==> config.mk <==
export PLATFORM = sky130hd
export DESIGN_NAME = y_requant_out
export DESIGN_NICKNAME = d
export VERILOG_FILES = /design/src/rtl/conv_pkg.sv /design/src/rtl/y_fifo.sv /design/src/rtl/y_requant_out.sv
export SDC_FILE = /design/constraint.sdc
export NUM_CORES = 1
export LEC_CHECK = 0
export BUFFER_PORTS_ARGS = -buffer_cell sky130_fd_sc_hd__buf_4
export CAP_MARGIN = 20
export CELL_PAD_IN_SITES_DETAIL_PLACEMENT = 0
export CELL_PAD_IN_SITES_GLOBAL_PLACEMENT = 1
export CORE_ASPECT_RATIO = 0.9
export CORE_MARGIN = 4
export CORE_UTILIZATION = 40
export DETAILED_ROUTE_END_ITERATION = 12
export GPL_TIMING_DRIVEN = 0
export PLACE_DENSITY_LB_ADDON = 0.1
export RECOVER_POWER = 100
export SLEW_MARGIN = 0
export SYNTH_ARGS = -nofsm -noshare
export SYNTH_HDL_FRONTEND = slang
export SYNTH_SLANG_ARGS = --single-unit
==> constraint.sdc <==
create_clock -name clk -period 1.4 [get_ports clk]
set_input_delay 0 -clock clk [delete_from_list [all_inputs] [get_ports clk]]
set_output_delay 0 -clock clk [all_outputs]
set_load 0.01 [all_outputs]
==> src/rtl/conv_pkg.sv <==
// Shared convolution-pipeline constants: accumulator width, output width and
// the number of valid outputs per frame derived from signal and filter sizes.
package conv_pkg;

  localparam int X_SIZE    = 100;
  localparam int F_SIZE    = 4;
  localparam int ACC_SIZE  = 21;
  localparam int OUT_WIDTH = 8;
  localparam int Y_COUNT   = X_SIZE - F_SIZE + 1;

  // Width of a counter that must hold 0..n-1 (never narrower than one bit).
  function automatic int cnt_width(input int n);
    return (n > 1) ? $clog2(n) : 1;
  endfunction

endpackage

==> src/rtl/y_fifo.sv <==
// Small synchronous FIFO for requantized samples. Pointers carry one extra
// wrap bit so that full and empty are distinguished without a level counter.
// DEPTH must be a power of two and at least 2.
module y_fifo #(
  parameter int WIDTH = 8,
  parameter int DEPTH = 4
) (
  input  logic             clk,
  input  logic             reset,
  input  logic             push,
  input  logic [WIDTH-1:0] wr_data,
  input  logic             pop,
  output logic             full,
  output logic             empty,
  output logic [WIDTH-1:0] head
);

  localparam int AW = $clog2(DEPTH);

  logic [WIDTH-1:0] mem [DEPTH];
  logic [AW:0]      wr_ptr;
  logic [AW:0]      rd_ptr;
  logic             do_push;
  logic             do_pop;

  assign full    = (wr_ptr[AW] != rd_ptr[AW]) && (wr_ptr[AW-1:0] == rd_ptr[AW-1:0]);
  assign empty   = (wr_ptr == rd_ptr);
  assign do_push = push && !full;
  assign do_pop  = pop && !empty;
  assign head    = mem[rd_ptr[AW-1:0]];

  // Pointer update; both wrap naturally modulo 2*DEPTH.
  always_ff @(posedge clk or negedge reset) begin
    if (!reset) begin
      wr_ptr <= '0;
      rd_ptr <= '0;
    end else begin
      if (do_push) wr_ptr <= wr_ptr + 1'b1;
      if (do_pop)  rd_ptr <= rd_ptr + 1'b1;
    end
  end

  // Storage write; contents are left unreset since they are never visible while empty.
  always_ff @(posedge clk) begin
    if (do_push) mem[wr_ptr[AW-1:0]] <= wr_data;
  end

endmodule

==> src/rtl/y_requant_out.sv <==
// Output stage of the convolution: clamps negatives, rounds and right-shifts
// each accumulator sample to an unsigned byte, buffers it in a FIFO and tags
// the last sample of every frame.
module y_requant_out
  import conv_pkg::cnt_width;
#(
  parameter int ACC_SIZE   = conv_pkg::ACC_SIZE,
  parameter int OUT_WIDTH  = conv_pkg::OUT_WIDTH,
  parameter int SHIFT      = 7,
  parameter int FIFO_DEPTH = 4,
  parameter int Y_COUNT    = conv_pkg::Y_COUNT
) (
  input  logic                       clk,
  input  logic                       reset,
  input  logic                       s_valid_y,
  output logic                       s_ready_y,
  input  logic signed [ACC_SIZE-1:0] s_data_in_y,
  output logic                       m_valid_z,
  input  logic                       m_ready_z,
  output logic [OUT_WIDTH-1:0]       m_data_out_z,
  output logic                       m_last_z
);

  localparam int                CNT_W    = cnt_width(Y_COUNT);
  localparam logic [ACC_SIZE:0] HALF     = (ACC_SIZE+1)'(1) << (SHIFT-1);
  localparam logic [ACC_SIZE:0] MAX_Q    = (ACC_SIZE+1)'((64'd1 << OUT_WIDTH) - 64'd1);
  localparam logic [CNT_W-1:0]  LAST_IDX = CNT_W'(Y_COUNT-1);

  // Round-half-up then shift; one guard bit keeps the largest positive input from overflowing.
  function automatic logic [ACC_SIZE:0] round_shift(input logic signed [ACC_SIZE-1:0] x);
    logic [ACC_SIZE:0] ext;
    ext = {1'b0, x};
    return (ext + HALF) >> SHIFT;
  endfunction

  // Clip to the largest representable unsigned output.
  function automatic logic [OUT_WIDTH-1:0] sat_out(input logic [ACC_SIZE:0] v);
    if (v > MAX_Q) return {OUT_WIDTH{1'b1}};
    return v[OUT_WIDTH-1:0];
  endfunction

  // ---- stage p0: combinational requantization of the incoming sample ----
  logic signed [ACC_SIZE-1:0] x_p0;
  logic [OUT_WIDTH-1:0]       q_p0;
  logic                       vld_p0;
  logic                       full;
  logic                       empty;

  assign x_p0      = s_data_in_y;
  assign s_ready_y = !full;
  assign vld_p0    = s_valid_y && s_ready_y;

  // Negative accumulators clamp to zero; others round, shift and saturate.
  always_comb begin
    q_p0 = '0;
    if (!x_p0[ACC_SIZE-1]) q_p0 = sat_out(round_shift(x_p0));
  end

  // ---- stage p1: buffered sample at the FIFO head ----
  logic [OUT_WIDTH-1:0] q_p1;
  logic                 vld_p1;
  logic                 pop;
  logic [CNT_W-1:0]     count;

  assign vld_p1 = !empty;
  assign pop    = vld_p1 && m_ready_z;

  y_fifo #(
    .WIDTH (OUT_WIDTH),
    .DEPTH (FIFO_DEPTH)
  ) u_fifo (
    .clk     (clk),
    .reset   (reset),
    .push    (vld_p0),
    .wr_data (q_p0),
    .pop     (pop),
    .full    (full),
    .empty   (empty),
    .head    (q_p1)
  );

  // Frame position of the sample at the head; advances on each output handshake.
  always_ff @(posedge clk or negedge reset) begin
    if (!reset) begin
      count <= '0;
    end else if (pop) begin
      count <= (count == LAST_IDX) ? '0 : count + 1'b1;
    end
  end

  assign m_valid_z    = vld_p1;
  assign m_data_out_z = q_p1;
  assign m_last_z     = vld_p1 && (count == LAST_IDX);

endmodule

==> impl_metrics.ini <==
[detailed_routing]
firstDrtPassIters = 4
vias_per_cell = 5.29
drt_iter0_drc = 88
wire_per_inst_um = 16.1
routed_wl_um = 4360
via_count = 1428
postRouteAntennaNets = 0
drc = 0

[finish]
fin_area_um2 = 2940
final_cells = 270
nets = 235
multi_input_comb_area_um2 = 1040
regArea_um2 = 1290
antenna_cells = 0
area_growth_pct = 29.1
n_fill_cell = 454
final_core_util_pct = 54.7
drive_above_1_share_pct = 40.4

[timing]
min_period_ns = 1.55
setup_viol = 74
finalMaxSlewViolations = 0
finalHoldViolations = 0
rsz0062_at_grt = true
fmax_mhz = 645
tightest_slew_ns = 0.768
finalCritPeriodShare_pct = 111
setup_ws_ns = -0.149
relSlewSlack_pct = 48.8
finalClockSkew_ns = 0.00394

[synthesis]
ys_seq_elements = 45
ys_seq_area_share_pct = 56.4
ys_types = 37
netlist_area_um2 = 2280
synth_flop_cell = edfxtp_1
synth_area_per_cell_um2 = 14.2
async_flop_share_pct = 28.9
syn_nets = 193
synthCells = 160
synth_edf_count = 32
yosysWarnings = 0

[global_routing]
antenna_found_initial = 0
grtUsageTotal_pct = 13.5
grt_pass1_wl_um = 7020
grt_overflow_total = 0
grt_pass1_vias = 1431
grt_max_degree = 16

[floorplanning]
core.rowCount = 25
die_y_um = 79.6
dieArea_um2 = 6970
die_x_um = 87.6
ios = 36
start_util_pct = 42.4
core-area_um2 = 5380

[min_path]
hold_class = in2reg

[critical_path]
critPathMaxFanout = 8
crit_slowest_cell = dfrtp_2
path_cells = clkbuf_16, xnor2_4, nand3b_4, and2_4, nand4_1, mux2i_1
crit_path_end_kind = register
path_delay_family = flip-flops
worstSetupPathType = reg2reg
crit_required_ns = 1.62
cp.arrival_ns = 1.77
startpoint_type = register
cpPeakStageDelay_ns = 0.45
crit_buf_inv = 1

[pwr]
power_density_nw_per_um2 = 2040
vdd_ir_drop_max_mv = 0.986
power.leakage_uw = 0.00113

[place]
placed_cell_area_um2 = 2630
place_ws_ns = -0.241
hpwlAfterDp_um = 3060
io_buffers = 28
dp_cells = 255
gp_congestion = 0.834

[flow_run]
maxCapViolations = 0

[outcome]
outcome = finished, violations left
violations = setup timing

[clock_network]
cts.sinks = 45
cts_tree = built
ctsLongestPathBuffers = 2
clk_pin_slew_worst_paths_ns = 0.08
clk_latency_ns = 0.29
numCtsBuffers = 5
cts-htree-levels = 2
clockRootBuffer = clkbuf_8
final timing paths:
| path | depth (start not counted) | start | slack [ns] | end |
|---|---|---|---|---|
| setup / recovery | 6 | u_fifo.rd_ptr[0] | -0.15 | count[6] |
| hold reg to reg | 1 | count[6] | 0.51 | count[6] |
| hold / removal | 2 | s_data_in_y[20] | 0.05 | u_fifo.mem[3][5] |
| max in group asynchronous | 2 | reset | 0.59 | u_fifo.rd_ptr[0] |
| setup reg to reg | 6 | u_fifo.rd_ptr[0] | -0.15 | count[6] |
| min in group asynchronous | 2 | reset | 0.28 | u_fifo.rd_ptr[2] |
through the flow:
step / hold slack [ns] / power, µW / setup TNS, ns
4_1_cts: 0.0453 / 6000 / -6.09
3_5_place_dp: -0.140 / 4270 / -9.98
2_1_floorplan: -0.296 / 3560 / -0.355
6_report: 0.0476 / 6020 / -5.81
3_3_place_gp: -0.148 / 4200 / -7.92
5_1_grt: 0.0351 / 6380 / -11.53
what timing repair did:
item,in CTS,in global routing
hold endpoints to repair,13,0
gates resized for setup,29,10
pin swaps,9,5
gates cloned,2,0
hold buffers,1,0
setup buffers,5,0
setup endpoints to repair,52,60
cells by family (layout without fill, tap and decap cells):
group,after synthesis,in the layout,synth area share [%]
DFF,45,45,56.4
AOI/OAI and AO/OA,19,19,5.93
muxes,10,10,9.44
xor gates and xnor gates,17,17,7.68
adders and majority gates,8,8,4.39
buffers and inverters,10,52,2.96
and+or+nand+nor,51,52,13.2
power breakdown:
part	total (µW)	internal, µW	leakage [µW]	switching (µW)
registers	2140	1840	0.000453	294
logic	2720	1530	0.000607	1190
clock network	1160	718	0.0000687	441
total	6020	4090	0.00113	1930
sequential cells by signal, summed over array words and instances, names as in the netlist:
name,cells
count,7
u_fifo.mem,32
u_fifo.rd_ptr,3
u_fifo.wr_ptr,3
cells in the mapped netlist (2+ instances only):
cell type | instances | share of area [%]
nor2_1 | 5 | 0.82
edfxtp_1 | 32 | 42
ha_1 | 8 | 4.4
and3_1 | 8 | 2.2
mux2i_1 | 2 | 0.88
mux4_2 | 4 | 4.0
inv_1 | 6 | 0.99
dfrtp_1 | 13 | 14
xor2_1 | 5 | 1.9
buf_6 | 4 | 2.0
a31oi_1 | 8 | 2.2
nand2_1 | 17 | 2.8
xnor2_1 | 10 | 3.8
nand3_1 | 6 | 1.3
o21ai_0 | 2 | 0.44
and2_1 | 3 | 0.82
nand4_1 | 2 | 0.55
o21ai_1 | 3 | 0.66
mux4_1 | 4 | 4.6
layout make-up:
| class | count | area share (%) |
|---|---|---|
| clock inverter | 3 | 2.34 |
| tap | 67 | 2.85 |
| sequential | 45 | 43.7 |
| inverter | 6 | 0.765 |
| timing repair buffer | 35 | 11.0 |
| clock buffer | 5 | 2.34 |
| multi-input combinational | 106 | 35.5 |
| buffer | 3 | 1.44 |
worst register-to-register path: cells and delay by family, from the launching register on:
family / cells / cell delay [ns]
XOR/XNOR: 1 / 0.20
buffers and inverters: 1 / 0.18
flip-flops: 1 / 0.45
multiplexers: 1 / 0.19
AND/OR/NAND/NOR: 3 / 0.44
layer usage:
| metal | track usage [%] | routed length, µm | part of all wire [%] |
|---|---|---|---|
| met2 | 21.5 | 2120 | 49 |
| met3 | 3.51 | 173 | 4.0 |
| met4 | 4.60 | 60 | 1.4 |
| met5 | 0 | 0 | 0 |
| met1 | 17.7 | 2000 | 46 |
layout by cell type, fill, tap and decap left out, types with 4 or more instances in the layout:
cell,count
and3_4,6
and3_1,4
xnor2_1,8
buf_6,15
dfrtp_1,12
nor2_1,5
ha_1,8
nand2_1,12
xor2_1,4
clkbuf_8,5
inv_1,6
edfxtp_1,32
mux4_2,8
nand2_2,4
a31oi_1,7
nand3_1,5
buf_4,18
Power figures use the tool's default switching activity.
